`config.mk`:
```
export PLATFORM = sky130hd
export DESIGN_NAME = piece_move_scheduler_flat
export DESIGN_NICKNAME = d
export VERILOG_FILES = /design/src/rtl/piece_move_scheduler_if.sv /design/src/rtl/piece_move_scheduler.sv /design/src/flat_wrapper.sv
export SDC_FILE = /design/constraint.sdc
export NUM_CORES = 1
export LEC_CHECK = 0
export CORE_MARGIN = 3
export CORE_UTILIZATION = 49
export DETAILED_ROUTE_END_ITERATION = 8
export GPL_ROUTABILITY_DRIVEN = 0
export GPL_TIMING_DRIVEN = 0
export PLACE_DENSITY = 0.8
export SYNTH_ARGS = -nofsm -noshare
export SYNTH_HDL_FRONTEND = slang
export SYNTH_SLANG_ARGS = --single-unit
```
`constraint.sdc`:
```
create_clock -name clk -period 2 [get_ports clk]
set_input_delay 0.4 -clock clk [delete_from_list [all_inputs] [get_ports clk]]
set_output_delay 0.4 -clock clk [all_outputs]
set_load 0.01 [all_outputs]
```
`src/rtl/piece_move_scheduler_if.sv`:
```
// Request/response bundle between the game controller and piece_move_scheduler.
interface piece_move_scheduler_if #(
  parameter int XW = 5,
  parameter int YW = 5
);
  // Requests are single-cycle pulses with no ready: a pulse is consumed only when the
  // scheduler is idle and wins arbitration, otherwise it is discarded (gravity is remembered).
  logic              req_left;
  logic              req_right;
  logic              req_down;
  logic              req_rot;
  logic              req_type;
  logic              req_drop;
  logic              grav_tick;
  logic [2:0]        spawn_type;
  logic              is_collided;
  logic [XW+YW-1:0]  try_pos;
  logic [1:0]        try_dir;
  logic [2:0]        try_type;
  logic [XW+YW-1:0]  cur_pos;
  logic [1:0]        cur_dir;
  logic [2:0]        cur_type;
  logic              place;
  logic              busy;
  logic              game_over;
  logic [2:0]        state_dbg;

  modport master (
    output req_left, req_right, req_down, req_rot, req_type, req_drop,
    output grav_tick, spawn_type, is_collided,
    input  try_pos, try_dir, try_type, cur_pos, cur_dir, cur_type,
    input  place, busy, game_over, state_dbg
  );

  modport slave (
    input  req_left, req_right, req_down, req_rot, req_type, req_drop,
    input  grav_tick, spawn_type, is_collided,
    output try_pos, try_dir, try_type, cur_pos, cur_dir, cur_type,
    output place, busy, game_over, state_dbg
  );
endinterface

```
`src/rtl/piece_move_scheduler.sv`:
```
// Falling-brick move scheduler: arbitrates key/gravity requests, checks candidates, places and spawns.
// Optional macro HARD_DROP_EN turns req_drop into a stepwise drop to the first collision.
module piece_move_scheduler #(
  parameter int XW      = 5,
  parameter int YW      = 5,
  parameter int SPAWN_X = 6,
  parameter int SPAWN_Y = 18
) (
  input  logic                 clk,
  input  logic                 rst_n,
  piece_move_scheduler_if.slave bus
);
  localparam int PW = XW + YW;
  localparam logic [PW-1:0] SPAWN_POS = {XW'(SPAWN_X), YW'(SPAWN_Y)};

  typedef enum logic [2:0] {
    IDLE      = 3'd0,
    CHECK     = 3'd1,
    PLACE     = 3'd2,
    SPAWN     = 3'd3,
    SPAWN_CHK = 3'd4,
    OVER      = 3'd5
  } state_t;

  state_t        state, state_nxt;
  logic [PW-1:0] cur_pos, cur_pos_nxt, try_pos, try_pos_nxt;
  logic [1:0]    cur_dir, cur_dir_nxt, try_dir, try_dir_nxt;
  logic [2:0]    cur_type, cur_type_nxt, try_type, try_type_nxt;
  logic          pending, pending_nxt;
  logic          fall, fall_nxt;        // current CHECK came from down/gravity/drop
  logic          drop_run, drop_run_nxt;

  logic [XW-1:0] cur_x;
  logic [YW-1:0] cur_y, try_y;
  logic [PW-1:0] pos_down;

  assign cur_x    = cur_pos[PW-1:YW];
  assign cur_y    = cur_pos[YW-1:0];
  assign try_y    = try_pos[YW-1:0];
  assign pos_down = {cur_x, cur_y - YW'(1)};

  always_comb begin
    state_nxt    = state;
    cur_pos_nxt  = cur_pos;
    cur_dir_nxt  = cur_dir;
    cur_type_nxt = cur_type;
    try_pos_nxt  = try_pos;
    try_dir_nxt  = try_dir;
    try_type_nxt = try_type;
    pending_nxt  = pending;
    fall_nxt     = fall;
    drop_run_nxt = drop_run;
    if (state != IDLE && state != OVER) pending_nxt = pending | bus.grav_tick;

    case (state)
      IDLE: begin
        pending_nxt  = 1'b0;
        fall_nxt     = 1'b0;
        drop_run_nxt = 1'b0;
        if (bus.req_drop) begin
          // A tick losing to drop is kept so it is not silently lost.
          pending_nxt = pending | bus.grav_tick;
`ifdef HARD_DROP_EN
          if (cur_y == '0) begin
            state_nxt = PLACE;
          end else begin
            try_pos_nxt  = pos_down;
            fall_nxt     = 1'b1;
            drop_run_nxt = 1'b1;
            state_nxt    = CHECK;
          end
`else
          state_nxt = PLACE;
`endif
        end else if (bus.grav_tick || pending || bus.req_down) begin
          if (cur_y == '0) begin
            state_nxt = PLACE;
          end else begin
            try_pos_nxt = pos_down;
            fall_nxt    = 1'b1;
            state_nxt   = CHECK;
          end
        end else if (bus.req_left) begin
          try_pos_nxt = {cur_x - XW'(1), cur_y};
          state_nxt   = CHECK;
        end else if (bus.req_right) begin
          try_pos_nxt = {cur_x + XW'(1), cur_y};
          state_nxt   = CHECK;
        end else if (bus.req_rot) begin
          try_dir_nxt = cur_dir + 2'd1;
          state_nxt   = CHECK;
        end else if (bus.req_type) begin
          try_type_nxt = (cur_type == 3'd7) ? 3'd1 : cur_type + 3'd1;
          state_nxt    = CHECK;
        end
      end

      CHECK: begin
        if (!bus.is_collided) begin
          cur_pos_nxt  = try_pos;
          cur_dir_nxt  = try_dir;
          cur_type_nxt = try_type;
          if (drop_run && try_y != '0) begin
            try_pos_nxt = {try_pos[PW-1:YW], try_y - YW'(1)};
          end else if (drop_run) begin
            state_nxt = PLACE;
          end else begin
            state_nxt = IDLE;
          end
        end else if (fall) begin
          state_nxt = PLACE;
        end else begin
          // Rejected sideways/rotate/type move: candidate falls back to the committed brick.
          try_pos_nxt  = cur_pos;
          try_dir_nxt  = cur_dir;
          try_type_nxt = cur_type;
          state_nxt    = IDLE;
        end
      end

      PLACE: begin
        fall_nxt     = 1'b0;
        drop_run_nxt = 1'b0;
        state_nxt    = SPAWN;
      end

      SPAWN: begin
        cur_pos_nxt  = SPAWN_POS;
        cur_dir_nxt  = 2'd0;
        cur_type_nxt = bus.spawn_type;
        try_pos_nxt  = SPAWN_POS;
        try_dir_nxt  = 2'd0;
        try_type_nxt = bus.spawn_type;
        state_nxt    = SPAWN_CHK;
      end

      SPAWN_CHK: state_nxt = bus.is_collided ? OVER : IDLE;

      OVER: state_nxt = OVER;

      default: state_nxt = IDLE;
    endcase
  end

  always_ff @(posedge clk) begin
    if (!rst_n) begin
      state    <= IDLE;
      cur_pos  <= SPAWN_POS;
      cur_dir  <= 2'd0;
      cur_type <= 3'd1;
      try_pos  <= SPAWN_POS;
      try_dir  <= 2'd0;
      try_type <= 3'd1;
      pending  <= 1'b0;
      fall     <= 1'b0;
      drop_run <= 1'b0;
    end else begin
      state    <= state_nxt;
      cur_pos  <= cur_pos_nxt;
      cur_dir  <= cur_dir_nxt;
      cur_type <= cur_type_nxt;
      try_pos  <= try_pos_nxt;
      try_dir  <= try_dir_nxt;
      try_type <= try_type_nxt;
      pending  <= pending_nxt;
      fall     <= fall_nxt;
      drop_run <= drop_run_nxt;
    end
  end

  assign bus.try_pos   = try_pos;
  assign bus.try_dir   = try_dir;
  assign bus.try_type  = try_type;
  assign bus.cur_pos   = cur_pos;
  assign bus.cur_dir   = cur_dir;
  assign bus.cur_type  = cur_type;
  assign bus.place     = (state == PLACE);
  assign bus.busy      = (state != IDLE);
  assign bus.game_over = (state == OVER);
  assign bus.state_dbg = state;
endmodule

```
`src/flat_wrapper.sv`:
```
// flat-port wrapper written by rule: the top's interface ports become plain ports
module piece_move_scheduler_flat 
#(
  parameter int XW      = 5,
  parameter int YW      = 5,
  parameter int SPAWN_X = 6,
  parameter int SPAWN_Y = 18
)
  (clk, rst_n, bus_req_left, bus_req_right, bus_req_down, bus_req_rot, bus_req_type, bus_req_drop, bus_grav_tick, bus_spawn_type, bus_is_collided, bus_try_pos, bus_try_dir, bus_try_type, bus_cur_pos, bus_cur_dir, bus_cur_type, bus_place, bus_busy, bus_game_over, bus_state_dbg);
  piece_move_scheduler_if #(.XW(XW), .YW(YW)) bus_i ();
  input  logic clk;
  input  logic rst_n;
  input wire logic [$bits(bus_i.req_left)-1:0] bus_req_left;
  input wire logic [$bits(bus_i.req_right)-1:0] bus_req_right;
  input wire logic [$bits(bus_i.req_down)-1:0] bus_req_down;
  input wire logic [$bits(bus_i.req_rot)-1:0] bus_req_rot;
  input wire logic [$bits(bus_i.req_type)-1:0] bus_req_type;
  input wire logic [$bits(bus_i.req_drop)-1:0] bus_req_drop;
  input wire logic [$bits(bus_i.grav_tick)-1:0] bus_grav_tick;
  input wire logic [$bits(bus_i.spawn_type)-1:0] bus_spawn_type;
  input wire logic [$bits(bus_i.is_collided)-1:0] bus_is_collided;
  output wire logic [$bits(bus_i.try_pos)-1:0] bus_try_pos;
  output wire logic [$bits(bus_i.try_dir)-1:0] bus_try_dir;
  output wire logic [$bits(bus_i.try_type)-1:0] bus_try_type;
  output wire logic [$bits(bus_i.cur_pos)-1:0] bus_cur_pos;
  output wire logic [$bits(bus_i.cur_dir)-1:0] bus_cur_dir;
  output wire logic [$bits(bus_i.cur_type)-1:0] bus_cur_type;
  output wire logic [$bits(bus_i.place)-1:0] bus_place;
  output wire logic [$bits(bus_i.busy)-1:0] bus_busy;
  output wire logic [$bits(bus_i.game_over)-1:0] bus_game_over;
  output wire logic [$bits(bus_i.state_dbg)-1:0] bus_state_dbg;
  assign bus_i.req_left = bus_req_left;
  assign bus_i.req_right = bus_req_right;
  assign bus_i.req_down = bus_req_down;
  assign bus_i.req_rot = bus_req_rot;
  assign bus_i.req_type = bus_req_type;
  assign bus_i.req_drop = bus_req_drop;
  assign bus_i.grav_tick = bus_grav_tick;
  assign bus_i.spawn_type = bus_spawn_type;
  assign bus_i.is_collided = bus_is_collided;
  assign bus_try_pos = bus_i.try_pos;
  assign bus_try_dir = bus_i.try_dir;
  assign bus_try_type = bus_i.try_type;
  assign bus_cur_pos = bus_i.cur_pos;
  assign bus_cur_dir = bus_i.cur_dir;
  assign bus_cur_type = bus_i.cur_type;
  assign bus_place = bus_i.place;
  assign bus_busy = bus_i.busy;
  assign bus_game_over = bus_i.game_over;
  assign bus_state_dbg = bus_i.state_dbg;
  piece_move_scheduler #(.XW(XW), .YW(YW), .SPAWN_X(SPAWN_X), .SPAWN_Y(SPAWN_Y)) u_core (.clk(clk), .rst_n(rst_n), .bus(bus_i));
endmodule
```
Yosys cells after proc, flatten, opt, wreduce, memory -nomap -nowiden
Cells that the tools add are included.

storage, ports and cells
  bits in registers = 35
  bits of input ports = 13
  output and inout port bits = 36
  word-level logic and storage cells = 102

cells by class
  add/subtract/negate cells = 5
  equality and inequality tests = 21
  multiplexer cells = 50
  bitwise logic cells = 1
  reductions and logical operators = 15

operators by type and width
  kind                                                                     number
  10-bit 2-to-1 mux                                                        8
  3-bit 2-to-1 mux                                                         18
  10-bit case mux with 3 select lines                                      1
  2-bit 2-to-1 mux                                                         10
  2-bit inequality test, second input constant                             10
  10-bit case mux with 2 select lines                                      1
  3-bit case mux with 6 select lines                                       1
  6-bit AND reduction                                                      2
  5-bit by 1-bit subtractor with 5-bit output, second input constant       2
  3-bit == test, second input constant                                     3
  3-bit inequality test, second input constant                             3
  3-bit case mux with 3 select lines                                       1
  9-bit AND reduction                                                      1
  8-bit AND reduction                                                      1
  7-bit by 6-bit inequality test with 1-bit output, second input constant  1
  3-bit by 2-bit == test with 1-bit output, second input constant          2
  1-bit 2-to-1 mux                                                         6
  2-bit case mux with 3 select lines                                       1
  3-bit case mux with 2 select lines                                       1
  2-bit nonzero test                                                       3
  3-bit nonzero test                                                       2
  5-bit by 1-bit adder with 5-bit output, second input constant            1
  5-bit zero test                                                          1
  4-bit by 3-bit inequality test with 1-bit output, second input constant  1
  other kinds (10)                                                         11

Logic depth before layout (Yosys ltp)
  word-level depth = 9
  mapped depth = 9
  depth with buffers taken out = 7

Least setup slack after synthesis
OpenSTA, ideal clock, no wires.

  path kind = reg-to-reg
  start = register u_core.cur_pos[5], in the netlist u_core.bus.cur_pos[5]
  end = register u_core.try_pos[9], in the netlist u_core.bus.try_pos[9]
  setup time = 0.086 ns
  data arrival time = 1.760 ns
  required time = 1.914 ns
  path slack = 0.154 ns
  cell stages (with the launch flop) = 8
  buffers on the path = 0
  period minus slack after synthesis = 1.846 ns
  path through = dfxtp_1 inv_1 fa_1 nand2b_1 a21oi_1 xnor2_1 a31o_2 a221oi_2

between the ends
  word-level cells in the longest chain between the ends = 6

RTL lines
  item                                    line                         source
  from (decl)                             piece_move_scheduler.sv:26   logic [PW-1:0] cur_pos, cur_pos_nxt, try_pos, try_pos_nxt;
  from (signal assigned)                  piece_move_scheduler.sv:159  cur_pos <= cur_pos_nxt;
  5-bit by 1-bit adder with 5-bit output  piece_move_scheduler.sv:87   try_pos_nxt = {cur_x + XW'(1), cur_y};
  10-bit 2-to-1 mux                       piece_move_scheduler.sv:86   end else if (bus.req_right) begin
  10-bit 2-to-1 mux *                     piece_move_scheduler.sv:83   end else if (bus.req_left) begin
  10-bit 2-to-1 mux *                     piece_move_scheduler.sv:75   end else if (bus.grav_tick || pending || bus.req_down) begin
  10-bit 2-to-1 mux *                     piece_move_scheduler.sv:60   if (bus.req_drop) begin
  10-bit case mux with 3 select lines *   piece_move_scheduler.sv:55   case (state)
  to (signal assigned)                    piece_move_scheduler.sv:162  try_pos <= try_pos_nxt;
  to (decl)                               piece_move_scheduler.sv:26

Every way passes the cells marked *; elsewhere a longest branch is shown, timed or not. The select of a mux whose other input is x is not followed.
A chain may end at the register's enable or synchronous reset.

Worst setup path in the final report
  start = register u_core.cur_pos[1], in the netlist u_core.bus.cur_pos[1]
  end = register u_core.try_pos[6], in the netlist u_core.bus.try_pos[6]

between the ends
  word-level cells in the longest chain between the ends = 3

RTL lines
  item                                    line                        source
  5-bit zero test                         piece_move_scheduler.sv:76  if (cur_y == '0) begin
  3-bit inequality test (no source line)  --
  6-bit AND reduction (no source line)    --

No other way between the ends.

==> results by group <==
Critical path
  – CP Launch Type: register
  – CP Cell Sequence: inv_4 -> ha_4 -> or4b_4 -> mux2i_1 -> a31o_1 -> buf_6 -> clkbuf_16 -> o211ai_1
  – Critical-path top delay cell: or4b_4
  – Worst reg-to-reg path cell count: 8
  – Crit path DAT: 2.09 ns
  – R2R Path End: u_core.bus.try_pos[6]
  – R2R setup slack: approximately 0.048 ns
  – Critical Path RT: 2.14 ns
  – Top delay family on crit path: simple AND/OR/NAND/NOR gates
  – RR Startpoint: u_core.bus.cur_pos[1]
  – Worst Setup End Kind: register
  – Biggest cell delay along the critical path: roughly 0.48 ns
  – Worst path bufs/invs: 3
  – Critical Path Fanout Max: 6
  – Critical path type: reg2reg

Floorplanning
  – Die height: 68.6 um
  – Core area: 3720 um^2
  – Starting Density: 51.7%
  – IO Pins: 49
  – # rows: 22
  – Die area: 4710 um^2
  – Die W: 68.6 um

Power and ir drop
  – Lkg Pwr: 1.07 nW
  – Logic gate share of total power: 33.2%
  – Internal power: 1.32 mW
  – Net Sw Power: 0.623 mW
  – P per Cell Area: 734 nW/um^2
  – Total chip power: between 1.5 and 2 mW
  – Peak supply drop: 602 uV
  – Clock power frac: between 20% and 30%
  – Switching share of total power: 32.1%
  – Flop pwr share: around 43%

Layout
  – Fin cells: 345
  – Layout cells sized above 1: 14.1%
  – Fin area: between 2000 and 3000 um^2
  – Final net count: 318
  – N_diodes: 0
  – P&R area growth vs syn: 37.4%
  – Fillers: 315

Timing
  – Tmin final: 1.95 ns
  – Hold WS: 0.472 ns
  – Slew HR: about three fifths
  – Setup violators final: 0
  – Clk_skew: 0.00370 ns
  – Final WS setup: 0.0477 ns
  – Highest clock rate: 512 MHz
  – Setup repair after global routing missed its margin: yes
  – Fin. Hold Viols: 0
  – Worst-Margin Slew: 0.601 ns
  – Crit share post-route: 97.6%
  – Fin. max-slew vios: 0

Global route
  – Vias in the first global route: 1,786
  – Initial antenna violation count: 0
  – First-pass GRT wire length: 8.43 mm
  – Total congestion overflow: 0
  – Largest net degree at the start of global routing: 11
  – Total GRT Usage: 24.0%

Logic synthesis
  – Synth cell count leaders: dfxtp_1, nand2_1, nor2_1
  – Synthesized instance count: 238
  – Flops & latches, synth: 35
  – Synth top area cells: dfxtp_1, nand2_1, mux2i_1
  – Syn nets: 258
  – Distinct cells, synth: between 40 and 50
  – Most common cell in the synthesized netlist: dfxtp_1
  – Main flop type after synthesis: dfxtp_1
  – EDFF count, synth: 0
  – Post-synthesis instance area: 1920 um^2
  – Warnings from Yosys: 0
  – Post-synth ARST share: 0%
  – Syn_area_per_cell: 8.07 um^2
  – Seq/Total Area, Yosys: 36.5%
  – Area leader, netlist: dfxtp_1
  – Area share of the leading cell type in the synthesized netlist: 36.5%

Clock network
  – CTS H-tree lvls: 2
  – Clk Latency, worst-skew pair: 0.28 ns
  – Sink Count: 35
  – Hold buffer count at CTS: 0
  – Clock Root Buffer: clkbuf_8
  – CTS tree: done
  – CTS buffer count: 5
  – Clock transition at path regs: 0.06 ns
  – Bufs on Longest Clock Path: 2

Min path
  – Hold_sp: u_core.bus.try_pos[0]
  – Hold depth: 2
  – Hold path endpoint: u_core.bus.cur_pos[0]
  – Worst hold-check path type: reg2reg

Routing
  – Remaining antenna violation count: 0
  – WL/cell: around 16 um
  – Initial DRC Count: around 190
  – Pre-Repair DR Iteration Count: 5
  – # DRC: 0
  – Via count: 1,964
  – Via-per-instance ratio: 5.69
  – Post-Route WL: 5.55 mm

Placement
  – Placed cells: 334
  – Placed wire-length estimate: between 3 and 4 mm
  – Placed cell areas: 2460 um^2
  – I/O Buffers: between 40 and 50
  – Placement Setup Slack: -0.510 ns

Run status
  – Status: finished, final reports clean

Run
  – Max-Cap Viols: 0
==> worst reg2reg max path, cell delays in order (launching register included) <==
cell and delay (ns):
dfxtp_4 0.36, inv_4 0.06, ha_4 0.12, or4b_4 0.48, mux2i_1 0.16, a31o_1 0.22
buf_6 0.16, clkbuf_16 0.15, o211ai_1 0.10
==> power groups by stage <==
stage                     sequential [mW]  clock (mW)  combinational, mW
after detailed placement            0.837           0              0.589
after floorplan                     0.854           0              0.324
after CTS                           0.822       0.472              0.591
after global placement              0.836           0              0.583
final                               0.824       0.470              0.645
after global routing                0.831       0.496              0.703
==> layer usage <==
layer	GRT usage, %	up-vias	routed length [um]
li1	-	969	-
met5	0	-	0
met3	4.86	9	302
met4	7.69	0	55
met1	31.5	921	2500
met2	39.3	65	2700
==> placed cells by master (no fill, tap or decap), types with 3 or more instances in the layout <==
cell             count
clkbuf_1             6
buf_2                5
nand2_1             34
nand4_1              3
nor3_1               7
dfxtp_2              3
nand3_1             17
nor2b_1              4
o211ai_1             6
inv_1                9
dfxtp_1             30
mux2i_1              9
a211oi_1             5
nand2b_1             4
o21ai_0              3
clkdlybuf4s50_1     43
buf_4                4
clkbuf_8             5
nor2_1              24
a21oi_1             15
a311oi_1             3
clkbuf_2             3
ha_1                 5
==> through the flow <==
stage,util [%],TNS (ns)
global route,71.1,-0.0518
finish,71.1,0
detailed placement,66.3,-5.48
global placement,66.3,-4.93
CTS,68.2,0
floorplan,-,0
==> timing repair <==
item | in CTS | in global routing
buffers inserted | 0 | 4
resized for setup | 5 | 22
pin swaps | 0 | 3
setup endpoints to repair | 12 | 23
gates cloned | 0 | 2
==> cell families after synthesis <==
kind of cell | synth area share (%)
compound gates | 19.5
fa+ha+maj | 4.95
buf+inv | 6.51
flops | 36.5
mux | 4.69
simple gates | 26.5
xor+xnor | 1.37
==> how the worst max path moves through the flow <==
stage                                  to             startpoint  depth (start not counted)
global placement    u_core.bus.try_pos[9]           bus_req_left                          8
global route        u_core.bus.try_pos[6]  u_core.bus.cur_pos[1]                          8
finish              u_core.bus.try_pos[6]  u_core.bus.cur_pos[1]                          8
floorplan           u_core.bus.try_pos[9]  u_core.bus.cur_pos[5]                          7
CTS                 u_core.bus.try_pos[9]  u_core.bus.cur_pos[5]                          7
detailed placement  u_core.bus.try_pos[9]           bus_req_left                          8
==> layout make-up <==
cell class | count | area, um^2 | share of cell area, %
multi-input combinational | 177 | 1130 | 42.7
clock buffer | 6 | 72.6 | 2.75
timing repair buffer | 54 | 538 | 20.4
tap | 48 | 60.1 | 2.27
buffer | 14 | 86.3 | 3.27
sequential | 35 | 712 | 27.0
inverter | 11 | 43.8 | 1.66
==> registers in the layout, summed over array words and instances (netlist names) <==
register,count
u_core.bus.try_pos,10
u_core.pending,1
u_core.bus.cur_pos,10
u_core.bus.try_type,3
u_core.bus.cur_dir,2
u_core.fall,1
u_core.bus.state_dbg,3
u_core.bus.cur_type,3
u_core.bus.try_dir,2
(Power assumes the default switching activity.)
